$ cat config.mk
export PLATFORM = sky130hd
export DESIGN_NAME = hazard_controller_flat
export DESIGN_NICKNAME = d
export VERILOG_FILES = /design/src/rtl/pipeline_pkg.sv /design/src/rtl/hazard_controller_if.sv /design/src/rtl/sat_counter.sv /design/src/rtl/hazard_controller.sv /design/src/flat_wrapper.sv
export SDC_FILE = /design/constraint.sdc
export NUM_CORES = 1
export LEC_CHECK = 0
export ABC_AREA = 1
export BUFFER_PORTS_ARGS = -buffer_cell sky130_fd_sc_hd__buf_4
export CAP_MARGIN = 20
export CORE_ASPECT_RATIO = 0.6
export CORE_UTILIZATION = 50
export CTS_BUF_LIST = sky130_fd_sc_hd__clkbuf_8
export DETAILED_ROUTE_END_ITERATION = 7
export PLACE_DENSITY = 0.74
export SYNTH_ARGS = -nofsm -noshare
export SYNTH_HDL_FRONTEND = slang
export SYNTH_HIERARCHICAL = 1
export SYNTH_SLANG_ARGS = --single-unit
$ cat constraint.sdc
create_clock -name clk -period 1.9 [get_ports clk]
set_clock_uncertainty 0.15 [all_clocks]
set_input_delay 0.38 -clock clk [delete_from_list [all_inputs] [get_ports clk]]
set_output_delay 0.38 -clock clk [all_outputs]
set_load 0.05 [all_outputs]
$ cat src/rtl/pipeline_pkg.sv
// Shared pipeline types: controller states, register/NOP constants and the
// packed set of pipeline-register controls driven by the hazard controller.
package pipeline_pkg;

  typedef enum logic [1:0] {
    HC_INIT     = 2'd0,
    HC_RUN      = 2'd1,
    HC_MEM_WAIT = 2'd2,
    HC_DRAIN    = 2'd3
  } hc_state_t;

  localparam logic [4:0]  REG_ZERO  = 5'd0;
  localparam logic [31:0] NOP_INSTR = 32'h00000013;

  typedef struct packed {
    logic pc_write;
    logic if_id_write;
    logic if_id_flush;
    logic id_ex_flush;
    logic ex_mem_write;
    logic mem_wb_write;
  } ctrl_t;

  localparam ctrl_t CTRL_INIT   = '{pc_write: 1'b0, if_id_write: 1'b0, if_id_flush: 1'b1,
                                    id_ex_flush: 1'b1, ex_mem_write: 1'b1, mem_wb_write: 1'b1};
  localparam ctrl_t CTRL_FREEZE = '{pc_write: 1'b0, if_id_write: 1'b0, if_id_flush: 1'b0,
                                    id_ex_flush: 1'b0, ex_mem_write: 1'b0, mem_wb_write: 1'b0};
  localparam ctrl_t CTRL_BRANCH = '{pc_write: 1'b1, if_id_write: 1'b1, if_id_flush: 1'b1,
                                    id_ex_flush: 1'b1, ex_mem_write: 1'b1, mem_wb_write: 1'b1};
  localparam ctrl_t CTRL_BUBBLE = '{pc_write: 1'b0, if_id_write: 1'b0, if_id_flush: 1'b0,
                                    id_ex_flush: 1'b1, ex_mem_write: 1'b1, mem_wb_write: 1'b1};
  localparam ctrl_t CTRL_PASS   = '{pc_write: 1'b1, if_id_write: 1'b1, if_id_flush: 1'b0,
                                    id_ex_flush: 1'b0, ex_mem_write: 1'b1, mem_wb_write: 1'b1};

endpackage

$ cat src/rtl/hazard_controller_if.sv
// Hazard controller bundle: ID/EX/MEM hazard sources in, pipeline register
// controls, state and performance counters out.
interface hazard_controller_if #(
  parameter int CNT_W = 16
);
  logic [4:0]       rs1_ID;
  logic [4:0]       rs2_ID;
  logic             rs1_used_ID;
  logic             rs2_used_ID;
  logic [4:0]       rd_EX;
  logic             mem_read_EX;
  logic             branch_taken_EX;
  logic             dmem_req_MEM;
  logic             dmem_ready;
  logic             pc_write;
  logic             IF_ID_write;
  logic             IF_ID_flush;
  logic             ID_EX_flush;
  logic             EX_MEM_write;
  logic             MEM_WB_write;
  logic [1:0]       state_o;
  logic [CNT_W-1:0] stall_cycles;
  logic [CNT_W-1:0] flush_events;
  logic             mem_timeout;

  modport master (
    output rs1_ID, rs2_ID, rs1_used_ID, rs2_used_ID, rd_EX, mem_read_EX,
           branch_taken_EX, dmem_req_MEM, dmem_ready,
    input  pc_write, IF_ID_write, IF_ID_flush, ID_EX_flush, EX_MEM_write,
           MEM_WB_write, state_o, stall_cycles, flush_events, mem_timeout
  );

  modport slave (
    input  rs1_ID, rs2_ID, rs1_used_ID, rs2_used_ID, rd_EX, mem_read_EX,
           branch_taken_EX, dmem_req_MEM, dmem_ready,
    output pc_write, IF_ID_write, IF_ID_flush, ID_EX_flush, EX_MEM_write,
           MEM_WB_write, state_o, stall_cycles, flush_events, mem_timeout
  );
endinterface

$ cat src/rtl/sat_counter.sv
// Up-counter that sticks at all-ones instead of wrapping.
module sat_counter #(
  parameter int WIDTH = 16
) (
  input  logic             clk,
  input  logic             rst_n,
  input  logic             inc,
  output logic [WIDTH-1:0] count
);

  always_ff @(posedge clk or negedge rst_n) begin
    if (!rst_n) begin
      count <= '0;
    end else if (inc && (count != '1)) begin
      count <= count + WIDTH'(1);
    end
  end

endmodule

$ cat src/rtl/hazard_controller.sv
// Pipeline sequencing: combinational advance/hold/flush decode from the current
// state and hazard inputs; state, wait counter, perf counters and timeout flag registered.
module hazard_controller
  import pipeline_pkg::*;
#(
  parameter int CNT_W       = 16,
  parameter int MEM_TIMEOUT = 64
) (
  input logic                clk,
  input logic                rst_n,
  hazard_controller_if.slave hif
);

  localparam int WAIT_W = $clog2(MEM_TIMEOUT + 1);

  hc_state_t   state;
  hc_state_t   state_nxt;
  logic [WAIT_W-1:0] wait_cnt;
  logic        timeout_q;
  ctrl_t       ctrl;
  logic        mem_stall;
  logic        load_use;
  logic        flush_evt;
  logic        timeout_hit;
  logic        stall_inc;

  assign mem_stall = hif.dmem_req_MEM && !hif.dmem_ready;
  assign load_use  = hif.mem_read_EX && (hif.rd_EX != REG_ZERO) &&
                     ((hif.rs1_used_ID && (hif.rs1_ID == hif.rd_EX)) ||
                      (hif.rs2_used_ID && (hif.rs2_ID == hif.rd_EX)));

  always_comb begin
    ctrl        = CTRL_INIT;
    state_nxt   = state;
    flush_evt   = 1'b0;
    timeout_hit = 1'b0;
    case (state)
      HC_INIT: begin
        ctrl      = CTRL_INIT;
        state_nxt = HC_RUN;
      end
      HC_RUN, HC_DRAIN: begin
        // A held MEM access masks branch/load-use; EX is frozen so they resurface later.
        if (mem_stall) begin
          ctrl = CTRL_FREEZE;
        end else if (hif.branch_taken_EX) begin
          ctrl      = CTRL_BRANCH;
          flush_evt = 1'b1;
        end else if (load_use) begin
          ctrl = CTRL_BUBBLE;
        end else begin
          ctrl = CTRL_PASS;
        end
        state_nxt = (state == HC_RUN && mem_stall) ? HC_MEM_WAIT : HC_RUN;
      end
      HC_MEM_WAIT: begin
        if (hif.dmem_ready) begin
          ctrl      = CTRL_PASS;
          state_nxt = HC_DRAIN;
        end else begin
          ctrl = CTRL_FREEZE;
          if (wait_cnt == WAIT_W'(MEM_TIMEOUT - 1)) begin
            timeout_hit = 1'b1;
            state_nxt   = HC_DRAIN;
          end
        end
      end
      default: begin
        ctrl      = CTRL_INIT;
        state_nxt = HC_INIT;
      end
    endcase
  end

  always_ff @(posedge clk or negedge rst_n) begin
    if (!rst_n) begin
      state     <= HC_INIT;
      wait_cnt  <= '0;
      timeout_q <= 1'b0;
    end else begin
      state <= state_nxt;
      if (state_nxt == HC_DRAIN) begin
        wait_cnt <= '0;
      end else if (state == HC_MEM_WAIT) begin
        wait_cnt <= wait_cnt + WAIT_W'(1);
      end
      if (timeout_hit) begin
        timeout_q <= 1'b1;
      end
    end
  end

  assign stall_inc = !ctrl.pc_write && (state != HC_INIT);

  sat_counter #(.WIDTH(CNT_W)) u_stall_cnt (
    .clk   (clk),
    .rst_n (rst_n),
    .inc   (stall_inc),
    .count (hif.stall_cycles)
  );

  sat_counter #(.WIDTH(CNT_W)) u_flush_cnt (
    .clk   (clk),
    .rst_n (rst_n),
    .inc   (flush_evt),
    .count (hif.flush_events)
  );

  assign hif.pc_write     = ctrl.pc_write;
  assign hif.IF_ID_write  = ctrl.if_id_write;
  assign hif.IF_ID_flush  = ctrl.if_id_flush;
  assign hif.ID_EX_flush  = ctrl.id_ex_flush;
  assign hif.EX_MEM_write = ctrl.ex_mem_write;
  assign hif.MEM_WB_write = ctrl.mem_wb_write;
  assign hif.state_o      = state;
  assign hif.mem_timeout  = timeout_q;

endmodule

$ cat src/flat_wrapper.sv
// flat-port wrapper written by rule: the top's interface ports become plain ports
module hazard_controller_flat import pipeline_pkg::*;
#(
  parameter int CNT_W       = 16,
  parameter int MEM_TIMEOUT = 64
)
  (clk, rst_n, hif_rs1_ID, hif_rs2_ID, hif_rs1_used_ID, hif_rs2_used_ID, hif_rd_EX, hif_mem_read_EX, hif_branch_taken_EX, hif_dmem_req_MEM, hif_dmem_ready, hif_pc_write, hif_IF_ID_write, hif_IF_ID_flush, hif_ID_EX_flush, hif_EX_MEM_write, hif_MEM_WB_write, hif_state_o, hif_stall_cycles, hif_flush_events, hif_mem_timeout);
  hazard_controller_if #(.CNT_W(CNT_W)) hif_i ();
  input logic clk;
  input logic rst_n;
  input wire logic [$bits(hif_i.rs1_ID)-1:0] hif_rs1_ID;
  input wire logic [$bits(hif_i.rs2_ID)-1:0] hif_rs2_ID;
  input wire logic [$bits(hif_i.rs1_used_ID)-1:0] hif_rs1_used_ID;
  input wire logic [$bits(hif_i.rs2_used_ID)-1:0] hif_rs2_used_ID;
  input wire logic [$bits(hif_i.rd_EX)-1:0] hif_rd_EX;
  input wire logic [$bits(hif_i.mem_read_EX)-1:0] hif_mem_read_EX;
  input wire logic [$bits(hif_i.branch_taken_EX)-1:0] hif_branch_taken_EX;
  input wire logic [$bits(hif_i.dmem_req_MEM)-1:0] hif_dmem_req_MEM;
  input wire logic [$bits(hif_i.dmem_ready)-1:0] hif_dmem_ready;
  output wire logic [$bits(hif_i.pc_write)-1:0] hif_pc_write;
  output wire logic [$bits(hif_i.IF_ID_write)-1:0] hif_IF_ID_write;
  output wire logic [$bits(hif_i.IF_ID_flush)-1:0] hif_IF_ID_flush;
  output wire logic [$bits(hif_i.ID_EX_flush)-1:0] hif_ID_EX_flush;
  output wire logic [$bits(hif_i.EX_MEM_write)-1:0] hif_EX_MEM_write;
  output wire logic [$bits(hif_i.MEM_WB_write)-1:0] hif_MEM_WB_write;
  output wire logic [$bits(hif_i.state_o)-1:0] hif_state_o;
  output wire logic [$bits(hif_i.stall_cycles)-1:0] hif_stall_cycles;
  output wire logic [$bits(hif_i.flush_events)-1:0] hif_flush_events;
  output wire logic [$bits(hif_i.mem_timeout)-1:0] hif_mem_timeout;
  assign hif_i.rs1_ID = hif_rs1_ID;
  assign hif_i.rs2_ID = hif_rs2_ID;
  assign hif_i.rs1_used_ID = hif_rs1_used_ID;
  assign hif_i.rs2_used_ID = hif_rs2_used_ID;
  assign hif_i.rd_EX = hif_rd_EX;
  assign hif_i.mem_read_EX = hif_mem_read_EX;
  assign hif_i.branch_taken_EX = hif_branch_taken_EX;
  assign hif_i.dmem_req_MEM = hif_dmem_req_MEM;
  assign hif_i.dmem_ready = hif_dmem_ready;
  assign hif_pc_write = hif_i.pc_write;
  assign hif_IF_ID_write = hif_i.IF_ID_write;
  assign hif_IF_ID_flush = hif_i.IF_ID_flush;
  assign hif_ID_EX_flush = hif_i.ID_EX_flush;
  assign hif_EX_MEM_write = hif_i.EX_MEM_write;
  assign hif_MEM_WB_write = hif_i.MEM_WB_write;
  assign hif_state_o = hif_i.state_o;
  assign hif_stall_cycles = hif_i.stall_cycles;
  assign hif_flush_events = hif_i.flush_events;
  assign hif_mem_timeout = hif_i.mem_timeout;
  hazard_controller #(.CNT_W(CNT_W), .MEM_TIMEOUT(MEM_TIMEOUT)) u_core (.clk(clk), .rst_n(rst_n), .hif(hif_i));
endmodule
# [Word-level counts from Yosys, hierarchy flattened]
# Cells that the tools add are included.
# Widths: inputs -> output; s select.
[totals] ff_bits=42 latch_bits=0 ramBits=0 romBits=0 input_bits=23 output_inout_bits=41 word_cells=51 mem_count=0
[classes] addsub=3 mul=0 n_div=0 n_lt_le_gt_ge=0 eq_ne=9 n_shift=0 mux=17 bitwise=0 reduce_logical=17
[ops] operator="$add 16x1->16 const B" n=2
[ops] operator="$ne 16x16->1 const B" n=2
[ops] operator="$mux 6" n=4
[ops] operator="$pmux 6 s3" n=1
[ops] operator="$mux 7" n=2
[ops] operator="$eq 5x5->1" n=2
[ops] operator="$logic_and 1x1->1" n=9
[ops] operator="$add 7x1->7 const B" n=1
[ops] operator="$eq 7x6->1 const B" n=1
[ops] operator="$eq 2x2->1 const B" n=3
[ops] operator="$mux 1" n=6
[ops] operator="$mux 2" n=3
[ops] operator="$pmux 2 s3" n=1
[ops] operator="$reduce_bool 5->1" n=1
[ops] operator="$reduce_bool 2->1" n=2
[ops] operator="$eq 2x1->1 const B" n=1
[ops] operator="$logic_not 1->1" n=2
[ops] operator="$logic_not 2->1" n=1
[ops] operator="$reduce_or 2->1" n=1
[ops] operator="$logic_or 1x1->1" n=1

# [Logic depth before layout (Yosys ltp)]
[depth] depth_word=11 mapped_depth=18

# [By module]
# The synthesis kept the hierarchy.
[modules_own_cells] mod="sat_counter" instances=2 cells_each=149 area_each_um2=1058.5 seq_area_each_um2=400.4
[modules_own_cells] mod="hazard_controller" instances=1 cells_each=132 area_each_um2=809.5 seq_area_each_um2=250.2

# [Least setup slack after synthesis]
# OpenSTA, ideal clock, no wires.
[synth_path] path_type="reg-to-output" from="reg u_core.state[0] (netlist: u_core/hif.state_o[0])" to="out hif_ID_EX_flush" arrival_ps=1883 t_required_ps=1370 setup_slack_ps=-513 stages_incl_launch_ff=6 path_cell_list="dfrtp_1 -> inv_2 -> nor2_1 -> nand2_1 -> nand2_1 -> o21bai_1"
[synth_via] elab_chain_len=3 elab_cells_between_ends=6 classes_between="3 x eq/ne; 1 x mux; 2 x reduce/logical"
[synth_lines] item="start: declaration" line_no="hazard_controller.sv:16" text="hc_state_t state;"
[synth_lines] item="start signal: assignment" line_no="hazard_controller.sv:81" text="state <= state_nxt;"
[synth_lines] item="$eq 2x2->1 or $eq 2x1->1 (tied branches)" line_no="hazard_controller.sv:37" text="case (state)"
[synth_lines] item="$reduce_or 2->1" line_no="hazard_controller.sv:37"
[synth_lines] item="$pmux 6 s3 *" line_no="hazard_controller.sv:37"
[synth_lines] item="end: declaration" line_no="flat_wrapper.sv:23" text="output wire logic [$bits(hif_i.ID_EX_flush)-1:0] hif_ID_EX_flush;"
# Every way passes the cells marked *; elsewhere a longest branch is shown, timed or not.

# [Worst setup path after layout]
[layout_path] from="reg u_core.state[1] (netlist: u_core/hif.state_o[1])" to="out hif_IF_ID_flush"
[layout_via] elab_chain_len=3 elab_cells_between_ends=6 classes_between="3 x eq/ne; 1 x mux; 2 x reduce/logical"
[layout_lines] item="$eq 2x2->1 or $eq 2x1->1 (tied branches)" line_no="hazard_controller.sv:37"
[layout_lines] item="$reduce_or 2->1" line_no="hazard_controller.sv:37"
[layout_lines] item="$pmux 6 s3 *" line_no="hazard_controller.sv:37"
[layout_lines] item="end: declaration" line_no="flat_wrapper.sv:22" text="output wire logic [$bits(hif_i.IF_ID_flush)-1:0] hif_IF_ID_flush;"
# Marked as above.

==> results by group <==
Synth
  – YS warnings: 6
  – Avg Inst Size Synth: 6.806 um^2
  – Synth Register Bits: between 40 and 50
  – Cell taking the most area after synthesis: dfrtp_1
  – Post-synth EDFFs: 0
  – Syn_nets: around 460
  – Mapped Area: about 0.0029 mm^2
  – Main synth FF type: dfrtp_1
  – Seq/Total Area, Yosys: a little over a third
  – Mapped Cells: 430
  – Top post-synthesis cells by area: dfrtp_1, nand2_1, inv_1
  – Synth cell types: 28
  – Synth top area share: between 30% and 40%
  – Asr flop ratio synth: 100.0%

Finish
  – # diodes: 0
  – Post-Layout Cell Count: roughly 590
  – Area Growth Syn to Fin: 32.41%
  – Nets: between 500 and 600
  – Fin util: between 60 and 70%
  – Reg area: 0.001059 mm^2
  – Fill cells: 471
  – Share of cells above drive strength 1: 28.77%
  – Post-route cell area: a little under 0.004 mm^2
  – Footprint of the multi-input gates: between 0.0015 and 0.002 mm^2

Run status
  – Status: complete, but fails checks
  – Violated checks: setup timing

Critical path
  – Arr. time, crit path: 1.42 ns
  – R2r startpoint: u_core/hif.state_o[0]
  – CP Capture Type: output port
  – Setup CP Type: reg -> out
  – Crit path max fanout: 4
  – Setup crit start kind: flop
  – CP Launch Point: u_core/hif.state_o[1]
  – Worst path required time: approximately 1.4 ns

Die
  – Die width: between 100 and 150 um
  – I/O Pins: 64
  – Die ar.: about 0.006 mm^2
  – Num rows: 21
  – Die Ht: between 60 and 70 um
  – Starting Density: 52.29%
  – Core area: ~0.0056 mm^2

STA
  – Final setup vio count: 6
  – Hold Fails Final Rpt: 0
  – Slew Viols, Final: 0
  – Final hold slack: ~0.13 ns
  – RSZ-0062 raised after global routing: true
  – Final cycle utilization of the critical path: 102.6%
  – Setup TNS: -0.1924 ns
  – Worst Tran Pin Value: ~0.55 ns
  – Setup ws final: -0.04986 ns
  – Max Freq: ~510 MHz
  – Minimum clock period: roughly 1.9 ns
  – Worst slew margin: ~63%

Place
  – # port buffers: between 60 and 70
  – Final Wtd Congestion: about 0.84
  – Post-Place Cell Area: approximately 0.0036 mm^2
  – Post-DP HPWL: 5333 um
  – Inst Count DP: around 580
  – Dpl ws: -0.1796 ns

Drt
  – DRT Wirelength: about 7200 um
  – Iteration-0 DRC Markers: about 150
  – Routed Antenna Nets: 0
  – Via/cell ratio: around 4.8
  – DRC errors left: 0
  – First-pass detailed-route iteration total: 5
  – Post-DR wirelength/cell: between 10 and 15 um
  – Via count: between 2000 and 3000

GRT
  – Number of global-route vias before repair: around 2400
  – Pin count of the biggest net entering global routing: between 40 and 50
  – GRT Resource Usage Total: around 24%
  – GR Layer Usage met3: 4.427%
  – GR Overflow Total: 0
  – Most used routing layer: met2
  – Initial antenna violation count: 0
  – Met2 Usage GRT: 38.55%
  – Met1 global-route usage: a little over a third
  – First-pass GRT wire length: 11460 um

Clocking
  – Clock Tree Buf Depth: 2
  – CTS tree: built
  – Clock root cell: clkbuf_8
  – Worst-path clk slew: approximately 0.090 ns
  – Skew-Pair Late Insertion Delay: 0.29 ns
  – # clock sinks: between 40 and 50
  – CTS buffer count: 5
  – H-tree depth: 2

Worst hold path
  – Hold Startpoint: hif_dmem_ready
  – Worst Hold Class: in -> reg

Power
  – Lkg Pwr: between 1.5 and 2 nW
  – Worst IR drop on VDD: 755.6 uV
  – Pwr dens: between 1000 and 1500 mW/mm^2
  – Total power: 4.243 mW

Run
  – Max_cap viols: 0
[sequential cells by signal (all words and copies together) (netlist names)]
| signal | count |
|---|---|
| u_core/hif.mem_timeout | 1 |
| u_core/u_flush_cnt/count | 16 |
| u_core/wait_cnt | 7 |
| u_core/u_stall_cnt/count | 16 |
| u_core/hif.state_o | 2 |
[repair_timing]
item / 4_1_cts / 5_1_grt
pin swaps: 1 / 2
endpoints found under the setup margin: 6 / 20
endpoints found under the hold margin: 42 / 0
setup buffers: 3 / 1
resized for setup: 16 / 9
hold buffers: 1 / 0
[worst paths after layout]
| path | endpoint | cells past startpoint | slack, ns |
|---|---|---|---|
| setup / recovery | hif_IF_ID_flush | 5 | -0.05 |
| hold / removal | u_core/hif.mem_timeout | 2 | 0.13 |
| setup reg to reg | u_core/u_stall_cnt/count[2] | 11 | 0.09 |
| hold reg to reg | u_core/hif.mem_timeout | 2 | 0.33 |
| max in group asynchronous | u_core/u_stall_cnt/count[0] | 2 | 0.72 |
| min in group asynchronous | u_core/wait_cnt[1] | 2 | 0.47 |
[worst max-delay path, cell delays in order, from the launching register on]
cell and delay (ns):
dfrtp_2 0.46, nor2_1 0.17, inv_1 0.12, nand2_2 0.09, buf_4 0.10, buf_4 0.18
[where the power goes]
part / total, mW / switching, mW / internal (mW) / leakage (nW)
combinational: 1.94 / 1.30 / 0.645 / 1.34
clock: 0.871 / 0.311 / 0.561 / 0.0714
sequential: 1.43 / 0.301 / 1.13 / 0.525
total: 4.24 / 1.91 / 2.33 / 1.93
[synth_stat cells (2+ instances only)]
cell type,count
nand2_2,11
inv_2,5
nor2_4,8
nor2_1,43
xor2_1,3
nand2_1,173
inv_1,53
nor2_2,8
buf_6,4
nand4_1,11
o21ai_0,17
o21ai_2,4
xnor2_1,11
dfrtp_1,42
nand4_4,2
buf_4,2
ha_1,3
nand3_1,20
[final cells by class]
cell class | instances | share of cell area, %
repair buffers | 79 | 17.21
well taps | 80 | 2.583
clock inverters | 2 | 1.550
flip-flops and latches | 42 | 27.32
clock buffers | 6 | 2.131
inverters | 58 | 5.748
multi-input cells | 324 | 43.46
[cell usage in the layout (no fill, tap or decap), types with 2 or more instances in the layout]
cell       count
buf_8          4
xnor2_1       11
nand2_1      169
inv_4          2
nand4_1       11
nand2_8        2
buf_4         70
dfrtp_1       36
nor2_1        39
xor2_1         3
nor2_4        11
ha_1           3
nand2_2       13
o21ai_1        2
bufinv_16      2
inv_1         50
o21ai_0       16
buf_12         3
clkbuf_8       6
o21ai_2        4
inv_2          6
nand4_4        2
dfrtp_2        6
nor2_2         9
nand3_1       19
[cells by family after synthesis]
kind of cell	share of synthesized area (%)
AOI/OAI and AO/OA	5.045
DFF	35.91
buffers and inverters	9.491
and+or+nand+nor	44.08
adders and majority gates	1.283
xor gates and xnor gates	4.190
[metal layers]
layer  vias up  part of all wire, %
met1      1312                   50
met5         -                    0
met2        70                   44
met4         0                 0.19
li1       1482                    -
met3         2                  5.5
Power figures use the tool's default switching activity.
